===== src/rtl/instruction_assembler_if.sv =====
// Field-tuple input handshake and instruction-memory write port of instruction_assembler.
// The master modport is the side that supplies tuples and owns the memory; the slave is the assembler.
interface instruction_assembler_if #(
  parameter int ADDR_W = 8
);
  logic              in_valid;
  logic              in_ready;
  logic [6:0]        opcode;
  logic [4:0]        rd;
  logic [2:0]        func3;
  logic [4:0]        rs1;
  logic [4:0]        rs2;
  logic [6:0]        func7;
  logic [31:0]       imm;
  logic              mem_we;
  logic [ADDR_W-1:0] mem_addr;
  logic [31:0]       mem_wdata;
  logic              mem_ready;

  modport master (
    output in_valid, opcode, rd, func3, rs1, rs2, func7, imm, mem_ready,
    input  in_ready, mem_we, mem_addr, mem_wdata
  );

  modport slave (
    input  in_valid, opcode, rd, func3, rs1, rs2, func7, imm, mem_ready,
    output in_ready, mem_we, mem_addr, mem_wdata
  );
endinterface


===== src/rtl/instruction_assembler.sv =====
// Packs RV32I fields into machine words and streams them through a FIFO into instruction memory.
// Define ILLEGAL_OPCODE_CHECK_EN to drop tuples with unlisted opcodes and report them on err/err_count.
module instruction_assembler #(
  parameter int ADDR_W     = 8,
  parameter int BASE_ADDR  = 0,
  parameter int FIFO_DEPTH = 4
) (
  input  logic                clk,
  input  logic                reset_n,
  input  logic                start,
  instruction_assembler_if.slave bus,
  output logic [ADDR_W:0]     count,
  output logic                busy,
  output logic                err,
  output logic [7:0]          err_count
);
  localparam int                PTR_W     = $clog2(FIFO_DEPTH);
  localparam logic [PTR_W:0]    DEPTH_L   = (PTR_W+1)'(FIFO_DEPTH);
  localparam logic [ADDR_W-1:0] BASE_L    = ADDR_W'(BASE_ADDR);
  localparam logic [ADDR_W:0]   COUNT_MAX = {1'b1, {ADDR_W{1'b0}}};

  localparam logic [6:0] OP_R      = 7'b0110011;
  localparam logic [6:0] OP_IMM    = 7'b0010011;
  localparam logic [6:0] OP_LOAD   = 7'b0000011;
  localparam logic [6:0] OP_JALR   = 7'b1100111;
  localparam logic [6:0] OP_SYSTEM = 7'b1110011;
  localparam logic [6:0] OP_STORE  = 7'b0100011;
  localparam logic [6:0] OP_BRANCH = 7'b1100011;
  localparam logic [6:0] OP_LUI    = 7'b0110111;
  localparam logic [6:0] OP_AUIPC  = 7'b0010111;
  localparam logic [6:0] OP_JAL    = 7'b1101111;

  logic [31:0]       word;
  logic              illegal;
  logic              accept;
  logic              push;
  logic              pop;
  logic              full;
  logic              empty;
  logic [31:0]       fifo_mem [FIFO_DEPTH];
  logic [PTR_W-1:0]  wr_ptr;
  logic [PTR_W-1:0]  rd_ptr;
  logic [PTR_W:0]    occ;
  logic [ADDR_W-1:0] addr_q;
  logic [ADDR_W:0]   count_q;
  logic              unused_imm;

  // Branch and jump offsets are halfword-aligned, so imm[0] never reaches the word.
  assign unused_imm = bus.imm[0];

  always_comb begin
    word    = {bus.func7, bus.rs2, bus.rs1, bus.func3, bus.rd, bus.opcode};
    illegal = 1'b0;
    case (bus.opcode)
      OP_R: word = {bus.func7, bus.rs2, bus.rs1, bus.func3, bus.rd, bus.opcode};
      OP_IMM, OP_LOAD, OP_JALR, OP_SYSTEM:
        word = {bus.imm[11:0], bus.rs1, bus.func3, bus.rd, bus.opcode};
      OP_STORE:
        word = {bus.imm[11:5], bus.rs2, bus.rs1, bus.func3, bus.imm[4:0], bus.opcode};
      OP_BRANCH:
        word = {bus.imm[12], bus.imm[10:5], bus.rs2, bus.rs1, bus.func3,
                bus.imm[4:1], bus.imm[11], bus.opcode};
      OP_LUI, OP_AUIPC:
        word = {bus.imm[31:12], bus.rd, bus.opcode};
      OP_JAL:
        word = {bus.imm[20], bus.imm[10:1], bus.imm[11], bus.imm[19:12], bus.rd, bus.opcode};
      default: begin
`ifdef ILLEGAL_OPCODE_CHECK_EN
        illegal = 1'b1;
`endif
        word = {bus.func7, bus.rs2, bus.rs1, bus.func3, bus.rd, bus.opcode};
      end
    endcase
  end

  assign full   = (occ == DEPTH_L);
  assign empty  = (occ == '0);
  assign accept = bus.in_valid && !full;
  assign push   = accept && !illegal;
  assign pop    = !empty && bus.mem_ready;

  // Word buffer between field input and memory; full blocks input, so push-on-full never happens.
  always_ff @(posedge clk or negedge reset_n) begin
    if (!reset_n) begin
      wr_ptr <= '0;
      rd_ptr <= '0;
      occ    <= '0;
      for (int i = 0; i < FIFO_DEPTH; i++) fifo_mem[i] <= '0;
    end else begin
      if (push) begin
        fifo_mem[wr_ptr] <= word;
        wr_ptr           <= wr_ptr + PTR_W'(1);
      end
      if (pop) rd_ptr <= rd_ptr + PTR_W'(1);
      if (push && !pop)      occ <= occ + (PTR_W+1)'(1);
      else if (pop && !push) occ <= occ - (PTR_W+1)'(1);
    end
  end

  // A start in the same cycle as a retirement wins over that retirement's increment.
  always_ff @(posedge clk or negedge reset_n) begin
    if (!reset_n) begin
      addr_q  <= BASE_L;
      count_q <= '0;
    end else if (start) begin
      addr_q  <= BASE_L;
      count_q <= '0;
    end else if (pop) begin
      addr_q <= addr_q + ADDR_W'(1);
      if (count_q != COUNT_MAX) count_q <= count_q + (ADDR_W+1)'(1);
    end
  end

`ifdef ILLEGAL_OPCODE_CHECK_EN
  logic       err_q;
  logic [7:0] err_count_q;

  always_ff @(posedge clk or negedge reset_n) begin
    if (!reset_n) begin
      err_q       <= 1'b0;
      err_count_q <= '0;
    end else begin
      err_q <= accept && illegal;
      if (accept && illegal && err_count_q != 8'hFF) err_count_q <= err_count_q + 8'd1;
    end
  end

  assign err       = err_q;
  assign err_count = err_count_q;
`else
  assign err       = 1'b0;
  assign err_count = '0;
`endif

  assign bus.in_ready  = !full;
  assign bus.mem_we    = !empty;
  assign bus.mem_wdata = fifo_mem[rd_ptr];
  assign bus.mem_addr  = addr_q;
  assign count         = count_q;
  assign busy          = !empty;
endmodule


===== src/flat_wrapper.sv =====
// flat-port wrapper written by rule: the top's interface ports become plain ports
module instruction_assembler_flat 
#(
  parameter int ADDR_W     = 8,
  parameter int BASE_ADDR  = 0,
  parameter int FIFO_DEPTH = 4
)
  (clk, reset_n, start, count, busy, err, err_count, bus_in_valid, bus_opcode, bus_rd, bus_func3, bus_rs1, bus_rs2, bus_func7, bus_imm, bus_mem_ready, bus_in_ready, bus_mem_we, bus_mem_addr, bus_mem_wdata);
  instruction_assembler_if #(.ADDR_W(ADDR_W)) bus_i ();
  input  logic clk;
  input  logic reset_n;
  input  logic start;
  output logic [ADDR_W:0] count;
  output logic busy;
  output logic err;
  output logic [7:0] err_count;
  input wire logic [$bits(bus_i.in_valid)-1:0] bus_in_valid;
  input wire logic [$bits(bus_i.opcode)-1:0] bus_opcode;
  input wire logic [$bits(bus_i.rd)-1:0] bus_rd;
  input wire logic [$bits(bus_i.func3)-1:0] bus_func3;
  input wire logic [$bits(bus_i.rs1)-1:0] bus_rs1;
  input wire logic [$bits(bus_i.rs2)-1:0] bus_rs2;
  input wire logic [$bits(bus_i.func7)-1:0] bus_func7;
  input wire logic [$bits(bus_i.imm)-1:0] bus_imm;
  input wire logic [$bits(bus_i.mem_ready)-1:0] bus_mem_ready;
  output wire logic [$bits(bus_i.in_ready)-1:0] bus_in_ready;
  output wire logic [$bits(bus_i.mem_we)-1:0] bus_mem_we;
  output wire logic [$bits(bus_i.mem_addr)-1:0] bus_mem_addr;
  output wire logic [$bits(bus_i.mem_wdata)-1:0] bus_mem_wdata;
  assign bus_i.in_valid = bus_in_valid;
  assign bus_i.opcode = bus_opcode;
  assign bus_i.rd = bus_rd;
  assign bus_i.func3 = bus_func3;
  assign bus_i.rs1 = bus_rs1;
  assign bus_i.rs2 = bus_rs2;
  assign bus_i.func7 = bus_func7;
  assign bus_i.imm = bus_imm;
  assign bus_i.mem_ready = bus_mem_ready;
  assign bus_in_ready = bus_i.in_ready;
  assign bus_mem_we = bus_i.mem_we;
  assign bus_mem_addr = bus_i.mem_addr;
  assign bus_mem_wdata = bus_i.mem_wdata;
  instruction_assembler #(.ADDR_W(ADDR_W), .BASE_ADDR(BASE_ADDR), .FIFO_DEPTH(FIFO_DEPTH)) u_core (.clk(clk), .reset_n(reset_n), .start(start), .bus(bus_i), .count(count), .busy(busy), .err(err), .err_count(err_count));
endmodule

===== config.mk =====
export PLATFORM = sky130hd
export DESIGN_NAME = instruction_assembler_flat
export DESIGN_NICKNAME = d
export VERILOG_FILES = /design/src/rtl/instruction_assembler_if.sv /design/src/rtl/instruction_assembler.sv /design/src/flat_wrapper.sv
export SDC_FILE = /design/constraint.sdc
export NUM_CORES = 1
export LEC_CHECK = 0
export CAP_MARGIN = 20
export CELL_PAD_IN_SITES_DETAIL_PLACEMENT = 1
export CELL_PAD_IN_SITES_GLOBAL_PLACEMENT = 1
export CORE_UTILIZATION = 40
export CTS_CLUSTER_DIAMETER = 60
export DETAILED_ROUTE_END_ITERATION = 7
export PLACE_DENSITY = 0.8
export SLEW_MARGIN = 40
export SYNTH_ARGS = -nofsm -noshare
export SYNTH_HDL_FRONTEND = slang
export SYNTH_SLANG_ARGS = --single-unit

===== constraint.sdc =====
create_clock -name clk -period 2.6 [get_ports clk]
set_input_delay 0.65 -clock clk [delete_from_list [all_inputs] [get_ports clk]]
set_output_delay 0.65 -clock clk [all_outputs]
set_load 0.01 [all_outputs]

==> results_dict.tcl <==
set metrics [dict create \
    clock_power_share_pct 22.7 \
    drt_wl_total_mm 21.76 \
    postSynthCellCount 611 \
    rows 49 \
    first_pass_iters 8 \
    viasPerCell 5.547 \
    slew_headroom_pct 51.51 \
    yosysSeqAreaShare_pct 50.88 \
    end_kind "output pin" \
    cp.required_ns 1.95 \
    hold_viol 0 \
    synth.cell_area_um2 7476 \
    cp_num_buf_inv 3 \
    wire_per_inst_um 22.02 \
    drive_gt1_share_pct 23.72 \
    ys_ff_latch 152 \
    rsz0062_at_grt "false" \
    worst-setup-path-type "reg2out" \
    antenna_found_initial 0 \
    fin_nets 825 \
    layout_common_cells "dfrtp_1 (151), clkdlybuf4s50_1 (87), nand2_1 (70)" \
    drtIter0Drc 282 \
    path_max_fanout 7 \
    fin_cells 988 \
    ys.warnings.count 0 \
    grt_max_degree 59 \
    crit_slowest_cell "mux4_2" \
    skew_ns 0.006749 \
    yosys_most_used_dff "dfrtp_1" \
    cts_tree "yes" \
    grt_use_total_pct 24.19 \
    grt_pass1_vias 6300 \
    crit_chain "buf_4, buf_12, mux4_2, clkdlybuf4s15_1" \
    syn_avg_cell_area_um2 12.24 \
    worstPathArrival_ns 1.90 \
    layout_worst_path_cycle_share_pct 98.01 \
    violations "DRC" \
    final.setup.worst_slack_ns 0.05184 \
    postLayoutCoreUtil_pct 52.70 \
    worst_pin_slew_ns 0.7246 \
    max_freq_mhz 392.4 \
    power_frac_seq_pct 35.7 \
    pre_cts_ws_ns -0.2024 \
    fp.dieH_um 138.7 \
    drc_errors 9 \
    cp_top_family "buffers and inverters" \
    maxSlewViolCount 0 \
    dr_total_vias 5480 \
    p_sw_share_pct 34.12 \
    layout_commonest_cell "dfrtp_1" \
    io_pins 130 \
    period_needed_ns 2.548 \
    holdBufCountCts 0 \
    floorplan.initialDensity_pct 41.20 \
    portBuffers 120 \
    synth_edf_count 0 \
    power_density_nw_per_um2 1189 \
    clk_path_buf_depth 2 \
    clk_pin_slew_ns 0.06 \
    fillers 1873 \
    design.core.area_um2 18150 \
    dp_hpwl_mm 14.23 \
    placed_cells 953 \
    status "complete, but fails checks" \
    synthArstFlopShare_pct 100.0 \
    cts_buffers 17 \
    gr-total-overflow 0 \
    n_antenna_cell 0 \
    grt_pass1_wl_mm 35.29 \
    clock_tree.root_cell "clkbuf_16" \
    intPower_w 0.007494 \
    fin_setup_tns_ns 0 \
    finalSetupViolCount 0 \
    startpoint_type "flip-flop" \
    syn_to_final_growth_pct 27.92 \
    ir_drop_v 0.0005454 \
    die-area_um2 19240 \
    synth_cell_types 54 \
    p_leak_nw 4.198 \
    combPwrFrac_pct 41.6 \
    drv_cap 0 \
    clock_sinks 152 \
    ant_nets 0 \
    place_congestion 0.8664 \
    die_w_um 138.7 \
    h-tree-depth 4 \
    hp-class "in2async" \
    clk_latency_ns 0.43 \
    p_switching_w 0.003881 \
    cp_slowest_stage_delay_ns 0.52 \
]
[state kept, by name (all words and copies together) (netlist names)]
| signal | count |
|---|---|
| u_core.fifo_mem | 128 |
| u_core.occ | 3 |
| u_core.bus.mem_addr | 8 |
| u_core.count | 9 |
| u_core.rd_ptr | 2 |
| u_core.wr_ptr | 2 |
[cells by family after synthesis]
| group | synth area share [%] |
|---|---|
| AO/OA/AOI/OAI | 8.703 |
| buffers and inverters | 5.305 |
| other | 0.05016 |
| AND/OR/NAND/NOR | 10.49 |
| flip-flops | 50.88 |
| XOR/XNOR | 2.460 |
| multiplexers | 20.50 |
| adder cells (fa/ha/maj) | 1.607 |
[cell usage after synthesis, drive strengths merged (2+ instances only)]
cell type / number / area [um2]
o21a: 6 / 45.04
or3: 2 / 12.51
nand2: 73 / 322.8
nor3: 2 / 10.01
nand3: 14 / 70.07
buf: 39 / 330.3
dfrtp: 152 / 3804
and4bb: 2 / 28.78
nor4b: 2 / 17.52
and4: 2 / 17.52
a21oi: 23 / 115.1
mux2i: 14 / 140.1
and2: 5 / 33.78
mux4: 32 / 720.7
a31oi: 2 / 27.53
nor2: 41 / 153.9
xor2: 11 / 96.34
ha: 8 / 100.1
mux2: 56 / 671.9
and3: 4 / 26.28
o21ai: 65 / 325.3
clkbuf: 11 / 43.79
inv: 6 / 22.52
a221oi: 6 / 52.55
xnor2: 10 / 87.58
nand3b: 2 / 18.77
nand4: 7 / 43.79
[worst reg2reg max path, delay by kind of cell (launching register included)]
kind | cells | cell delay (ns)
AND/OR/NAND/NOR | 2 | 0.66
flip-flops | 1 | 0.45
multiplexers | 1 | 0.27
buffers and inverters | 1 | 0.09
adder cells (fa/ha/maj) | 2 | 0.63
[path summary, 6_finish.rpt]
| check | startpoint | slack (ns) | cells after the start | end |
|---|---|---|---|---|
| max in group asynchronous | reset_n | 1.67 | 2 | u_core.fifo_mem[14]$_DFFE_PN0P_ |
| min in group clk | u_core.fifo_mem[59]$_DFFE_PN0P_ | 0.49 | 2 | u_core.fifo_mem[59]$_DFFE_PN0P_ |
| min | reset_n | 0.20 | 1 | u_core.fifo_mem[7]$_DFFE_PN0P_ |
| max | u_core.rd_ptr[0]$_DFFE_PN0P_ | 0.05 | 4 | bus_mem_wdata[14] |
| min reg2reg | u_core.fifo_mem[59]$_DFFE_PN0P_ | 0.49 | 2 | u_core.fifo_mem[59]$_DFFE_PN0P_ |
| max reg2reg | u_core.occ[0]$_DFFE_PN0P_ | 0.40 | 6 | u_core.occ[1]$_DFFE_PN0P_ |
[per-stage QoR]
stage          total power, W  hold WS, ns  area [um2]
6_report              0.01137       0.1958        9563
5_1_grt               0.01202       0.2265        9563
4_1_cts               0.01149       0.2043        9602
3_5_place_dp         0.009044       0.4745        8961
3_3_place_gp         0.008693       0.4565        8961
2_1_floorplan        0.006951       0.3544        7506
[cell type report]
class	count	area (um2)	share of cell area (%)
clock inverter	11	146.4	1.531
timing repair buffer	159	1529	15.99
clock buffer	20	466.7	4.880
inverter	6	22.52	0.2355
tap	229	286.5	2.996
sequential	152	3805	39.79
multi-input combinational	411	3307	34.58
[per-layer routing]
metal / global-route usage (%) / share of wire (%) / vias to the layer above
li1: - / - / 2429
met1: 29.30 / 42 / 2875
met2: 41.04 / 50 / 139
met3: 6.595 / 4.9 / 37
met4: 9.708 / 2.7 / 0
met5: 0 / 0 / -
[power by group through the flow]
stage / Clock, W / Sequential [W] / Combinational, W
CTS: 0.00262 / 0.00404 / 0.00483
global placement: 0 / 0.00391 / 0.00478
global route: 0.00272 / 0.00417 / 0.00512
detailed placement: 0 / 0.00405 / 0.00499
finish: 0.00259 / 0.00406 / 0.00473
floorplan: 0 / 0.00381 / 0.00314
[what timing repair did]
action / in CTS / in global routing
gates resized for setup: 55 / 17
endpoints found under the setup margin: 32 / 26
gates cloned: 1 / 0
buffers inserted: 5 / 0
Note: power is estimated with default switching activity, not from simulation.
